`src/rtl/pwm_deadtime_if.sv`:
```
// pwm_deadtime_if: control inputs and gate-drive outputs of the dead-time generator
interface pwm_deadtime_if #(parameter int DEAD_W = 8, parameter int CNT_W = 16);
  logic              en;
  logic              pwm_in;
  logic [DEAD_W-1:0] dead_cycles;
  logic              fault;
  logic              fault_clr;
  logic              gate_hi;
  logic              gate_lo;
  logic              dead_active;
  logic              fault_latched;
  logic [CNT_W-1:0]  sw_count;
  modport master (
    output en, pwm_in, dead_cycles, fault, fault_clr,
    input  gate_hi, gate_lo, dead_active, fault_latched, sw_count
  );
  modport slave (
    input  en, pwm_in, dead_cycles, fault, fault_clr,
    output gate_hi, gate_lo, dead_active, fault_latched, sw_count
  );
endinterface

```
`src/rtl/pwm_deadtime_gen.sv`:
```
// pwm_deadtime_gen: complementary half-bridge gate pair with dead time, fault latch and enable
module pwm_deadtime_gen #(
  parameter int DEAD_W = 8,
  parameter int CNT_W  = 16
) (
  input logic            clk,
  input logic            rst,
  pwm_deadtime_if.slave  bus
);
  typedef enum logic [2:0] {S_OFF, S_DEAD, S_HI, S_LO, S_FAULT} state_t;
  state_t            r_state, w_state;
  logic              r_pwm_q;
  logic              r_target, w_target;
  logic [DEAD_W-1:0] r_cnt, w_cnt;
  logic [CNT_W-1:0]  r_sw_count, w_sw_count;
  logic              w_enter;
  // registered PWM input, FSM state and dead-time datapath; reset overrides everything
  always_ff @(posedge clk) begin
    if (rst) begin
      r_state    <= S_OFF;
      r_pwm_q    <= 1'b0;
      r_target   <= 1'b0;
      r_cnt      <= '0;
      r_sw_count <= '0;
    end else begin
      r_state    <= w_state;
      r_pwm_q    <= bus.pwm_in;
      r_target   <= w_target;
      r_cnt      <= w_cnt;
      r_sw_count <= w_sw_count;
    end
  end
  // next state: fault first, then fault hold/clear, enable, dead-time entry and countdown
  always_comb begin
    w_state    = r_state;
    w_target   = r_target;
    w_cnt      = r_cnt;
    w_sw_count = r_sw_count;
    w_enter    = (r_state == S_OFF) || (r_state == S_HI && !r_pwm_q) || (r_state == S_LO && r_pwm_q);
    if (bus.fault) w_state = S_FAULT;
    else if (r_state == S_FAULT) w_state = bus.fault_clr ? S_OFF : S_FAULT;
    else if (!bus.en) w_state = S_OFF;
    else if (w_enter) begin
      w_state  = S_DEAD;
      w_target = r_pwm_q;
      w_cnt    = bus.dead_cycles;
    end else if (r_state == S_DEAD) begin
      if (r_cnt == '0) begin
        w_state    = r_target ? S_HI : S_LO;
        w_sw_count = r_sw_count + 1'b1;
      end else begin
        w_cnt    = r_cnt - 1'b1;
        w_target = r_pwm_q;
      end
    end
  end
  assign bus.gate_hi       = (r_state == S_HI);
  assign bus.gate_lo       = (r_state == S_LO);
  assign bus.dead_active   = (r_state == S_DEAD);
  assign bus.fault_latched = (r_state == S_FAULT);
  assign bus.sw_count      = r_sw_count;
endmodule
```
`src/flat_wrapper.sv`:
```
// flat-port wrapper written by rule: the top's interface ports become plain ports
module pwm_deadtime_gen_flat 
#(
  parameter int DEAD_W = 8,
  parameter int CNT_W  = 16
)
  (clk, rst, bus_en, bus_pwm_in, bus_dead_cycles, bus_fault, bus_fault_clr, bus_gate_hi, bus_gate_lo, bus_dead_active, bus_fault_latched, bus_sw_count);
  pwm_deadtime_if #(.DEAD_W(DEAD_W), .CNT_W(CNT_W)) bus_i ();
  input logic clk;
  input logic rst;
  input wire logic [$bits(bus_i.en)-1:0] bus_en;
  input wire logic [$bits(bus_i.pwm_in)-1:0] bus_pwm_in;
  input wire logic [$bits(bus_i.dead_cycles)-1:0] bus_dead_cycles;
  input wire logic [$bits(bus_i.fault)-1:0] bus_fault;
  input wire logic [$bits(bus_i.fault_clr)-1:0] bus_fault_clr;
  output wire logic [$bits(bus_i.gate_hi)-1:0] bus_gate_hi;
  output wire logic [$bits(bus_i.gate_lo)-1:0] bus_gate_lo;
  output wire logic [$bits(bus_i.dead_active)-1:0] bus_dead_active;
  output wire logic [$bits(bus_i.fault_latched)-1:0] bus_fault_latched;
  output wire logic [$bits(bus_i.sw_count)-1:0] bus_sw_count;
  assign bus_i.en = bus_en;
  assign bus_i.pwm_in = bus_pwm_in;
  assign bus_i.dead_cycles = bus_dead_cycles;
  assign bus_i.fault = bus_fault;
  assign bus_i.fault_clr = bus_fault_clr;
  assign bus_gate_hi = bus_i.gate_hi;
  assign bus_gate_lo = bus_i.gate_lo;
  assign bus_dead_active = bus_i.dead_active;
  assign bus_fault_latched = bus_i.fault_latched;
  assign bus_sw_count = bus_i.sw_count;
  pwm_deadtime_gen #(.DEAD_W(DEAD_W), .CNT_W(CNT_W)) u_core (.clk(clk), .rst(rst), .bus(bus_i));
endmodule
```
`config.mk`:
```
export PLATFORM = sky130hd
export DESIGN_NAME = pwm_deadtime_gen_flat
export DESIGN_NICKNAME = d
export VERILOG_FILES = /design/src/rtl/pwm_deadtime_if.sv /design/src/rtl/pwm_deadtime_gen.sv /design/src/flat_wrapper.sv
export SDC_FILE = /design/constraint.sdc
export NUM_CORES = 1
export LEC_CHECK = 0
export CAP_MARGIN = 0
export CORE_MARGIN = 2
export CORE_UTILIZATION = 51
export DETAILED_ROUTE_END_ITERATION = 6
export GPL_TIMING_DRIVEN = 0
export PLACE_DENSITY = 0.76
export SLEW_MARGIN = 5
export SYNTH_ARGS = -nofsm -noshare
export SYNTH_HDL_FRONTEND = slang
export SYNTH_SLANG_ARGS = --single-unit
```
`constraint.sdc`:
```
create_clock -name clk -period 2.2 [get_ports clk]
set_input_delay 0.55 -clock clk [delete_from_list [all_inputs] [get_ports clk]]
set_output_delay 0.55 -clock clk [all_outputs]
set_load 0.005 [all_outputs]
```
# [Word level (Yosys, flattened, before mapping)]
# Index checks and enable logic that the tools add are counted.
[classes] n_addsub=2 muxes=14 bitwise=3 eq_ne=9 reduce_logical=13
[op_table] operator="2-to-1 mux 8 bit" count=3
[op_table] operator="2-to-1 mux 3 bit" count=7
[op_table] operator="adder 16 x 1 -> 16 bit, second input constant" count=1
[op_table] operator="inequality test 5 x 1 -> 1 bit, second input constant" count=2
[op_table] operator="logical NOT 8 bit" count=1
[op_table] operator="inequality test 4 x 1 -> 1 bit, second input constant" count=2
[op_table] operator="subtractor 8 x 1 -> 8 bit, second input constant" count=1
[op_table] operator="== test 3 x 2 -> 1 bit, second input constant" count=2
[op_table] operator="AND reduction 6 bit" count=1
[op_table] operator="AND reduction 5 bit" count=1
[op_table] operator="2-to-1 mux 1 bit" count=4
[op_table] operator="AND reduction 2 bit" count=2
[op_table] operator="== test 3 x 1 -> 1 bit, second input constant" count=1
[op_table] operator="== test 3 bit, second input constant" count=1
[op_table] operator="logical NOT 3 bit" count=1
[op_table] operator="NOT 1 bit" count=3
[op_table] operator="logical AND 1 bit" count=2
[op_table] operator="logical OR 1 bit" count=2
[op_table] operator="inequality test 2 x 1 -> 1 bit, second input constant" count=1
[op_table] operator="nonzero test 2 bit" count=1
[op_table] operator="OR reduction 2 bit" count=1
[op_table] operator="logical NOT 1 bit" count=1
[totals] word_cells=47 output_inout_bits=20 register_bits=29

# [Longest topological paths before layout]
# Gate-level depths: netlist of run 1.
[depth] depth_word=8 ltp_mapped=7

# [Worst setup path before layout of run 1]
# Ideal clock, no wire load.
[synth_timing] path_kind="register to register" from="reg u_core.r_cnt[0]" to="reg u_core.r_sw_count[15], in the netlist u_core.bus.sw_count[15]" slack_ns=0.322 synth_period_minus_slack_ns=1.878 stages_incl_launch_ff=7 arrival_time_ns=1.755 n_path_buf=0 path_cell_list="dfxtp_1 -> inv_1 -> ha_1 -> nor4b_4 -> nand4_1 -> nor4_1 -> mux2_1"
[synth_between] elab_chain_len=2
[synth_rtl] element="from (decl)" line="pwm_deadtime_gen.sv:14" text="logic [DEAD_W-1:0] r_cnt, w_cnt;"
[synth_rtl] element="from (signal assigned)" line="pwm_deadtime_gen.sv:29" text="r_cnt <= w_cnt;"
[synth_rtl] element="logical NOT 8 bit" line="pwm_deadtime_gen.sv:48" text="if (r_cnt == '0) begin"
[synth_rtl] element="AND reduction 6 bit (no line)"
[synth_rtl] element="to (signal assigned)" line="pwm_deadtime_gen.sv:30" text="r_sw_count <= w_sw_count;"
[synth_rtl] element="to (decl)" line="pwm_deadtime_gen.sv:15" text="logic [CNT_W-1:0] r_sw_count, w_sw_count;"
# Every way passes these cells.
# A chain may end at the register's enable or synchronous reset.

# [Final worst setup path of run 1]
[layout_timing] from="reg u_core.r_state[0]" to="out bus_dead_active"
[layout_between] elab_chain_len=1
[layout_rtl] element="from (decl)" line="pwm_deadtime_gen.sv:11" text="state_t r_state, w_state;"
[layout_rtl] element="from (signal assigned)" line="pwm_deadtime_gen.sv:26" text="r_state <= w_state;"
[layout_rtl] element="== test 3 x 1 -> 1 bit" line="pwm_deadtime_gen.sv:59" text="assign bus.dead_active = (r_state == S_DEAD);"
[layout_rtl] element="to (decl)" line="flat_wrapper.sv:18" text="output wire logic [$bits(bus_i.dead_active)-1:0] bus_dead_active;"
# Every way passes these cells.

==> impl_summary.txt, run 1 <==
----------------------------------------------------
[Worst setup path]
  Element type at the critical path start ... register
  Crit. End Element ... output port
  Crit Path Max Fanout ... 2
  Worst path buffer plus inverter count ... 3
  Worst Path Class, Setup ... register to output port
  Critical Path Slowest Stage Cell ... sky130_fd_sc_hd__clkdlybuf4s50_1
  CP peak stage delay ... 490 ps
  Family with the most delay on the worst path ... buffers and inverters
  Cell repeated most along the worst path ... sky130_fd_sc_hd__buf_6
  Crit path cell chain ... buf_6 -> nor3b_4 -> buf_6 -> clkdlybuf4s50_1
  WP data arrival ... 1600 ps
  Crit path required time ... 1650 ps

[Min path]
  Type of the tightest min-delay check ... register to register

[Power and ir drop]
  Part of the total power dissipated in sequential elements ... 0.512
  Cell internal pwr ... 0.7636 mW
  Net switching component of the power ... 0.3225 mW
  Clk pwr share ... 0.292
  Net switching share of the total power ... 0.2970
  Peak supply drop ... 0.0004208 V
  PwrDens ... 482.8 nW/um^2
  Overall power after layout ... 1.086 mW
  Reported leakage power ... 0.8379 nW
  Combinational share of power ... 0.196

[Logic synthesis]
  Share of the synthesized area in the top cell type ... 0.3434
  Post-Syn Area per Cell ... 8.713 um^2
  Largest cells by area after synthesis ... sky130_fd_sc_hd__dfxtp_1, sky130_fd_sc_hd__a21oi_1, sky130_fd_sc_hd__mux2i_1
  Post-synth cell types ... 52
  Flop and latch count out of synthesis ... 29
  Sequential-to-total area share from yosys stat ... 0.3434
  Commonest register cell after synthesis ... sky130_fd_sc_hd__dfxtp_1
  Post-synth net total ... 211
  Synthesized area ... 1690 um^2
  Cell taking the most area after synthesis ... sky130_fd_sc_hd__dfxtp_1
  Cells after Synth ... 194
  Fraction of registers with async set/reset ... 0
  Yosys warnings ... 0
  Number of flops mapped to enable cells by yosys ... 0

[Floorplan]
  Placeable core region ... 3103 um^2
  Initial Util ... 0.5448
  Total I/O pin count ... 34
  Std cell rows ... 20
  Die Wd ... 61.57 um
  Die H ... 61.57 um
  Total Die Area ... 3791 um^2

[STA]
  Fin Setup TNS ... 0 ps
  Max_slew headroom ... 0.6203
  Clock period minus worst slack ... 2146 ps
  Number of failing hold endpoints at the final stage ... 0
  Period Utilization, post-route ... 0.9756
  Transition time at the pin with the least slew margin ... 568.3 ps
  Setup repair after global routing missed its margin ... no
  Final-report setup violation count ... 0
  Fmax achieved ... 465.9 MHz
  Final Max Tran Viols ... 0
  Maximum clock skew at final layout ... 10.51 ps

[Place]
  Dpl hpwl ... 3.267 mm
  RD Place Congestion ... 0.8870
  Number of port buffers ... 33

[Routing]
  Iteration count of the initial detailed-routing pass ... 4
  Via Count ... 1,729
  DR iter-0 viols ... 116
  Routed vias/inst ... 6.067
  Post-detailed-route count of antenna-violating nets ... 0
  Routed len/inst ... 16.26 um
  Final routed wirelength across all metal layers ... 4.634 mm
  DRC violations left ... 0

[Cells and area]
  Ratio of cells with drive above 1 in the final layout ... 0.1494
  Area added between synthesis and finish ... 33.09%
  Highest-count cells in the layout ignoring fill and taps ... sky130_fd_sc_hd__clkdlybuf4s50_1, sky130_fd_sc_hd__dfxtp_1, sky130_fd_sc_hd__a21oi_1
  Fillers ... 256
  # diodes ... 0
  Net count of the finished layout ... 257
  Most common cell after layout, fill and taps aside ... sky130_fd_sc_hd__clkdlybuf4s50_1

[Job]
  Number of max-cap violations ... 0

[Clocking]
  Sink count of the clock tree ... 29
  CTS Root Cell ... sky130_fd_sc_hd__clkbuf_4
  Clock insertion delay at the later pin of the skew report ... 340 ps
  Clock tree buffer depth ... 2
  H-Tree Depth ... 2
  Num CTS Buffers ... 5
  Hold buffer count at CTS ... 0
  Post-CTS clock slew at the launch and capture registers of the worst setup and hold paths ... 100 ps
  CTS tree ... yes

[GRT]
  Via count of the first global-routing pass ... 1,631
  Number of antenna violations at the first check in global routing ... 0
  First-pass GRT wire length ... 7.603 mm
  Pin count of the biggest net entering global routing ... 11
  Overflow left after global routing ... 0
  Total Routing Usage GR ... 0.2722

[Run status]
  Status ... complete, no violations

----------------------------------------------------
==> metal layers <==
| layer | global-route usage | wire, um | part of all wire | vias to the layer above |
|---|---|---|---|---|
| li1 | - | - | - | 854 |
| met1 | 0.3882 | 2153 | 0.46 | 806 |
| met2 | 0.4045 | 2127 | 0.46 | 63 |
| met3 | 0.06723 | 302 | 0.065 | 6 |
| met4 | 0.08511 | 51 | 0.011 | 0 |
| met5 | 0 | 0 | 0 | - |
==> power by group through the flow <==
stage | sequential, mW | combinational (mW) | clock, mW
after floorplan | 0.559 | 0.126 | 0
after global placement | 0.562 | 0.184 | 0
after detailed placement | 0.562 | 0.186 | 0
after CTS | 0.554 | 0.194 | 0.329
after global routing | 0.558 | 0.230 | 0.353
final | 0.556 | 0.213 | 0.317
==> final timing paths <==
path | slack, ps | depth (start not counted) | endpoint | from
setup / recovery | 50 | 4 | bus_dead_active | u_core.r_state[0]
hold / removal | 510 | 2 | u_core.bus.sw_count[14] | u_core.bus.sw_count[14]
setup reg to reg | 90 | 7 | u_core.r_cnt[7] | u_core.r_cnt[0]
hold reg to reg | 510 | 2 | u_core.bus.sw_count[14] | u_core.bus.sw_count[14]
==> area by class of cell <==
| type | instances | area (um^2) | area share |
|---|---|---|---|
| buffer | 8 | 55.05 | 0.02447 |
| multi-input combinational | 149 | 1070 | 0.4755 |
| clock buffer | 5 | 37.54 | 0.01669 |
| clock inverter | 3 | 17.52 | 0.007786 |
| tap | 44 | 55.05 | 0.02447 |
| timing repair buffer | 41 | 407.9 | 0.1813 |
| inverter | 6 | 22.52 | 0.01001 |
| sequential | 29 | 584.3 | 0.2597 |
==> through the flow <==
stage	instance area, um^2	setup WS [ps]	util	hold slack, ps	instances
floorplan	1690	321.7	-	449.5	194
global placement	2076	-195.1	0.6690	465.7	271
detailed placement	2076	-141.2	0.6690	487.5	271
CTS	2192	16.09	0.7065	507.4	281
global route	2250	7.466	0.7250	541.3	285
finish	2250	53.71	0.7250	507.3	285
==> synth_stat cells (2+ instances only) <==
cell type / number
sky130_fd_sc_hd__or4_1: 6
sky130_fd_sc_hd__nor3b_2: 2
sky130_fd_sc_hd__nor2b_1: 5
sky130_fd_sc_hd__o31ai_1: 7
sky130_fd_sc_hd__or3_1: 8
sky130_fd_sc_hd__nand2_1: 12
sky130_fd_sc_hd__nand2b_1: 5
sky130_fd_sc_hd__a21oi_1: 17
sky130_fd_sc_hd__nor4_1: 6
sky130_fd_sc_hd__nor3b_1: 2
sky130_fd_sc_hd__nand3_1: 6
sky130_fd_sc_hd__nand4_1: 5
sky130_fd_sc_hd__o31a_1: 2
sky130_fd_sc_hd__a211o_1: 2
sky130_fd_sc_hd__a221oi_1: 2
sky130_fd_sc_hd__o22ai_1: 4
sky130_fd_sc_hd__nor2_1: 7
sky130_fd_sc_hd__o21ai_0: 9
sky130_fd_sc_hd__ha_1: 3
sky130_fd_sc_hd__and3b_1: 2
sky130_fd_sc_hd__mux2i_1: 6
sky130_fd_sc_hd__and4b_1: 2
sky130_fd_sc_hd__dfxtp_1: 29
sky130_fd_sc_hd__clkbuf_1: 5
sky130_fd_sc_hd__a21o_1: 3
sky130_fd_sc_hd__o41ai_1: 3
sky130_fd_sc_hd__inv_1: 6
sky130_fd_sc_hd__buf_2: 4
==> registers in the layout, summed over array words and instances, names as in the netlist <==
signal	cells
u_core.r_target	1
u_core.bus.sw_count	16
u_core.r_state	3
u_core.r_cnt	8
u_core.r_pwm_q	1
==> worst min-delay path, cell delays in order, from the launching register on <==
cell                      delay (ps)
sky130_fd_sc_hd__dfxtp_1         340
sky130_fd_sc_hd__o31ai_1          70
sky130_fd_sc_hd__a21oi_1          60
==> cell families (layout without fill, tap and decap cells) <==
kind of cell / count (synthesis) / in the layout / synth area share
simple gates: 78 / 78 / 0.3042
compound gates: 59 / 59 / 0.2332
flops: 29 / 29 / 0.3435
buf+inv: 16 / 63 / 0.04293
mux: 8 / 8 / 0.04885
fa+ha+maj: 3 / 3 / 0.02221
xor+xnor: 1 / 1 / 0.005182
==> what timing repair did <==
action | CTS | global route
pin swaps | 1 | 1
cloned | 0 | 0
setup buffers | 4 | 4
gates resized for setup | 8 | 8
endpoints found under the setup margin | 2 | 20
(Power assumes the default switching activity.)
==> inputs of run 2 (changes only) <==
--- a/config.mk
+++ b/config.mk
@@ -10,6 +10,7 @@
 export CORE_UTILIZATION = 51
 export DETAILED_ROUTE_END_ITERATION = 6
 export GPL_TIMING_DRIVEN = 0
+export MAX_ROUTING_LAYER = met4
 export PLACE_DENSITY = 0.76
 export SLEW_MARGIN = 5
 export SYNTH_ARGS = -nofsm -noshare
==> impl_summary.txt, run 2 (synthesized netlist as in run 1, its figures left out) <==
----------------------------------------------------
[Run status]
  Status ... complete, no violations (unchanged)

[GRT]
  Number of antenna violations at the first check in global routing ... 0 (unchanged)
  Overflow left after global routing ... 0 (unchanged)
  Pin count of the biggest net entering global routing ... 11 (unchanged)
  Total Routing Usage GR ... 0.2743 (was 0.2722)
  Via count of the first global-routing pass ... 1,547 (was 1,631)
  First-pass GRT wire length ... 7.389 mm (was 7.603 mm)

[Cells and area]
  Ratio of cells with drive above 1 in the final layout ... 0.1423 (was 0.1494)
  # diodes ... 0 (unchanged)
  Share of the core filled with cells ... 0.7194 (was 0.7250)
  Number of flip-flops in the largest register ... 16 (unchanged)
  Net count of the finished layout ... 256 (was 257)
  Area added between synthesis and finish ... 32.05% (was 33.09%)
  Highest-count cells in the layout ignoring fill and taps ... sky130_fd_sc_hd__clkdlybuf4s50_1, sky130_fd_sc_hd__dfxtp_1, sky130_fd_sc_hd__a21oi_1 (unchanged)
  Most common cell after layout, fill and taps aside ... sky130_fd_sc_hd__clkdlybuf4s50_1 (unchanged)

[STA]
  Fmax achieved ... 471.3 MHz (was 465.9 MHz)
  Final-report setup violation count ... 0 (unchanged)
  Final Max Tran Viols ... 0 (unchanged)
  Transition time at the pin with the least slew margin ... 597.0 ps (was 568.3 ps)
  Maximum clock skew at final layout ... 5.980 ps (was 10.51 ps)
  Clock period minus worst slack ... 2122 ps (was 2146 ps)
  Hold slack final ... 495.0 ps (was 507.3 ps)
  Number of failing hold endpoints at the final stage ... 0 (unchanged)
  Max_slew headroom ... 0.6012 (was 0.6203)
  Period Utilization, post-route ... 0.9644 (was 0.9756)

[Worst setup path]
  Crit path cell chain ... buf_6 -> nor3b_4 -> buf_6 -> buf_4 -> buf_4 -> a21bo_2 -> a21boi_1 -> a221oi_1 (was buf_6 -> nor3b_4 -> buf_6 -> clkdlybuf4s50_1)
  Worst path buffer plus inverter count ... 4 (was 3)
  Start point of the critical path ... u_core.r_state[0] (unchanged)
  Reg2Reg Setup Slack ... 80 ps (was 90 ps)
  Crit Path Max Fanout ... 6 (was 2)
  Capture point of the critical path ... u_core.r_cnt[7] (was bus_dead_active)
  Crit path required time ... 2380 ps (was 1650 ps)
  WP data arrival ... 2300 ps (was 1600 ps)
  Element type at the critical path start ... register (unchanged)
  Cell count along the critical path ... 8 (was 4)
  Worst Path Class, Setup ... register to register (was register to output port)
  Critical Path Slowest Stage Cell ... sky130_fd_sc_hd__a21boi_1 (was sky130_fd_sc_hd__clkdlybuf4s50_1)
  CP peak stage delay ... 500 ps (was 490 ps)
  R2R Path End ... u_core.r_cnt[7] (unchanged)
  Reg2reg path depth ... 8 (was 7)
  R2R Path Start ... u_core.r_state[0] (was u_core.r_cnt[0])
  Crit. End Element ... register (was output port)
  Family with the most delay on the worst path ... compound AO/OA/AOI/OAI gates (was buffers and inverters)

[Power and ir drop]
  PwrDens ... 494.3 nW/um^2 (was 482.8 nW/um^2)
  Overall power after layout ... 1.103 mW (was 1.086 mW)
  Peak supply drop ... 0.0003133 V (was 0.0004208 V)
  Reported leakage power ... 0.8519 nW (was 0.8379 nW)

[Clocking]
  Clock insertion delay at the later pin of the skew report ... 330 ps (was 340 ps)
  CTS Root Cell ... sky130_fd_sc_hd__clkbuf_4 (unchanged)
  Sink count of the clock tree ... 29 (unchanged)
  Clock tree buffer depth ... 2 (unchanged)
  H-Tree Depth ... 2 (unchanged)
  Num CTS Buffers ... 5 (unchanged)
  Hold buffer count at CTS ... 0 (unchanged)
  Post-CTS clock slew at the launch and capture registers of the worst setup and hold paths ... 90 ps (was 100 ps)
  CTS tree ... yes (unchanged)

[Routing]
  DR iter-0 viols ... 140 (was 116)
  DRC violations left ... 0 (unchanged)
  Via Count ... 1,711 (was 1,729)
  Routed vias/inst ... 6.046 (was 6.067)
  Iteration count of the initial detailed-routing pass ... 4 (unchanged)
  Post-detailed-route count of antenna-violating nets ... 0 (unchanged)
  Routed len/inst ... 16.18 um (was 16.26 um)
  Final routed wirelength across all metal layers ... 4.580 mm (was 4.634 mm)

[Floorplan]
  Die Wd ... 61.57 um (unchanged)
  Total Die Area ... 3791 um^2 (unchanged)
  Die H ... 61.57 um (unchanged)
  Std cell rows ... 20 (unchanged)
  Total I/O pin count ... 34 (unchanged)
  Placeable core region ... 3103 um^2 (unchanged)
  Initial Util ... 0.5448 (unchanged)

[Job]
  Number of max-cap violations ... 0 (unchanged)

[Place]
  Dpl hpwl ... 3.223 mm (was 3.267 mm)
  RD Place Congestion ... 0.8978 (was 0.8870)
  Number of port buffers ... 33 (unchanged)

[Min path]
  Type of the tightest min-delay check ... register to register (unchanged)

----------------------------------------------------
run 2: worst reg2reg max path, delay by kind of cell, from the launching register on:
| family | cells | cell delay, ps |
|---|---|---|
| AOI/OAI and AO/OA | 3 | 930 |
| buffers and inverters | 4 | 470 |
| DFF | 1 | 340 |
| and+or+nand+nor | 1 | 230 |
run 2: where the power goes:
group	internal [mW]	switching, mW	leakage (nW)	total (mW)
registers	0.537	0.0186	0.237	0.556
clock network	0.151	0.187	0.0314	0.337
logic	0.106	0.104	0.584	0.210
run 2: layout make-up:
| type | count | area (um^2) |
|---|---|---|
| plain buffers | 8 | 55.05 |
| clock buffers | 7 | 55.05 |
| fillers | 275 | 870.8 |
| inverters | 6 | 22.52 |
| multi-input cells | 149 | 1056 |
| flip-flops and latches | 29 | 585.6 |
| well taps | 44 | 55.05 |
| repair buffers | 40 | 402.9 |
run 2: stage by stage:
step	setup TNS, ps	setup slack [ps]	instance area, um^2	cells
floorplan	0	321.7	1690	194
global placement	-924.3	-178.2	2076	271
detailed placement	-1855	-183.4	2076	271
CTS	0	2.950	2201	281
global route	-6.082	-6.082	2232	283
finish	0	78.33	2232	283
run 2: how the worst min path moves through the flow:
| stage | start | end | slack, ps | cells after the start |
|---|---|---|---|---|
| after floorplan | u_core.r_target | u_core.r_target | 450 | 2 |
| after global placement | u_core.r_target | u_core.r_target | 470 | 2 |
| after detailed placement | u_core.r_target | u_core.r_target | 480 | 2 |
| after CTS | u_core.r_target | u_core.r_target | 490 | 2 |
| after global routing | u_core.r_target | u_core.r_target | 500 | 2 |
| final | u_core.r_target | u_core.r_target | 490 | 2 |
run 2: what timing repair did:
action,4_1_cts,5_1_grt
pin swaps,1,0
endpoints found under the setup margin,2,19
gates resized for setup,9,8
setup buffers,5,2
run 2: metal layers:
metal | up-vias | GRT usage | part of all wire
met5 | - | - | 0
met4 | 0 | 0.09422 | 0.012
met3 | 7 | 0.05042 | 0.041
met2 | 46 | 0.4030 | 0.45
met1 | 813 | 0.3768 | 0.49
li1 | 845 | - | -
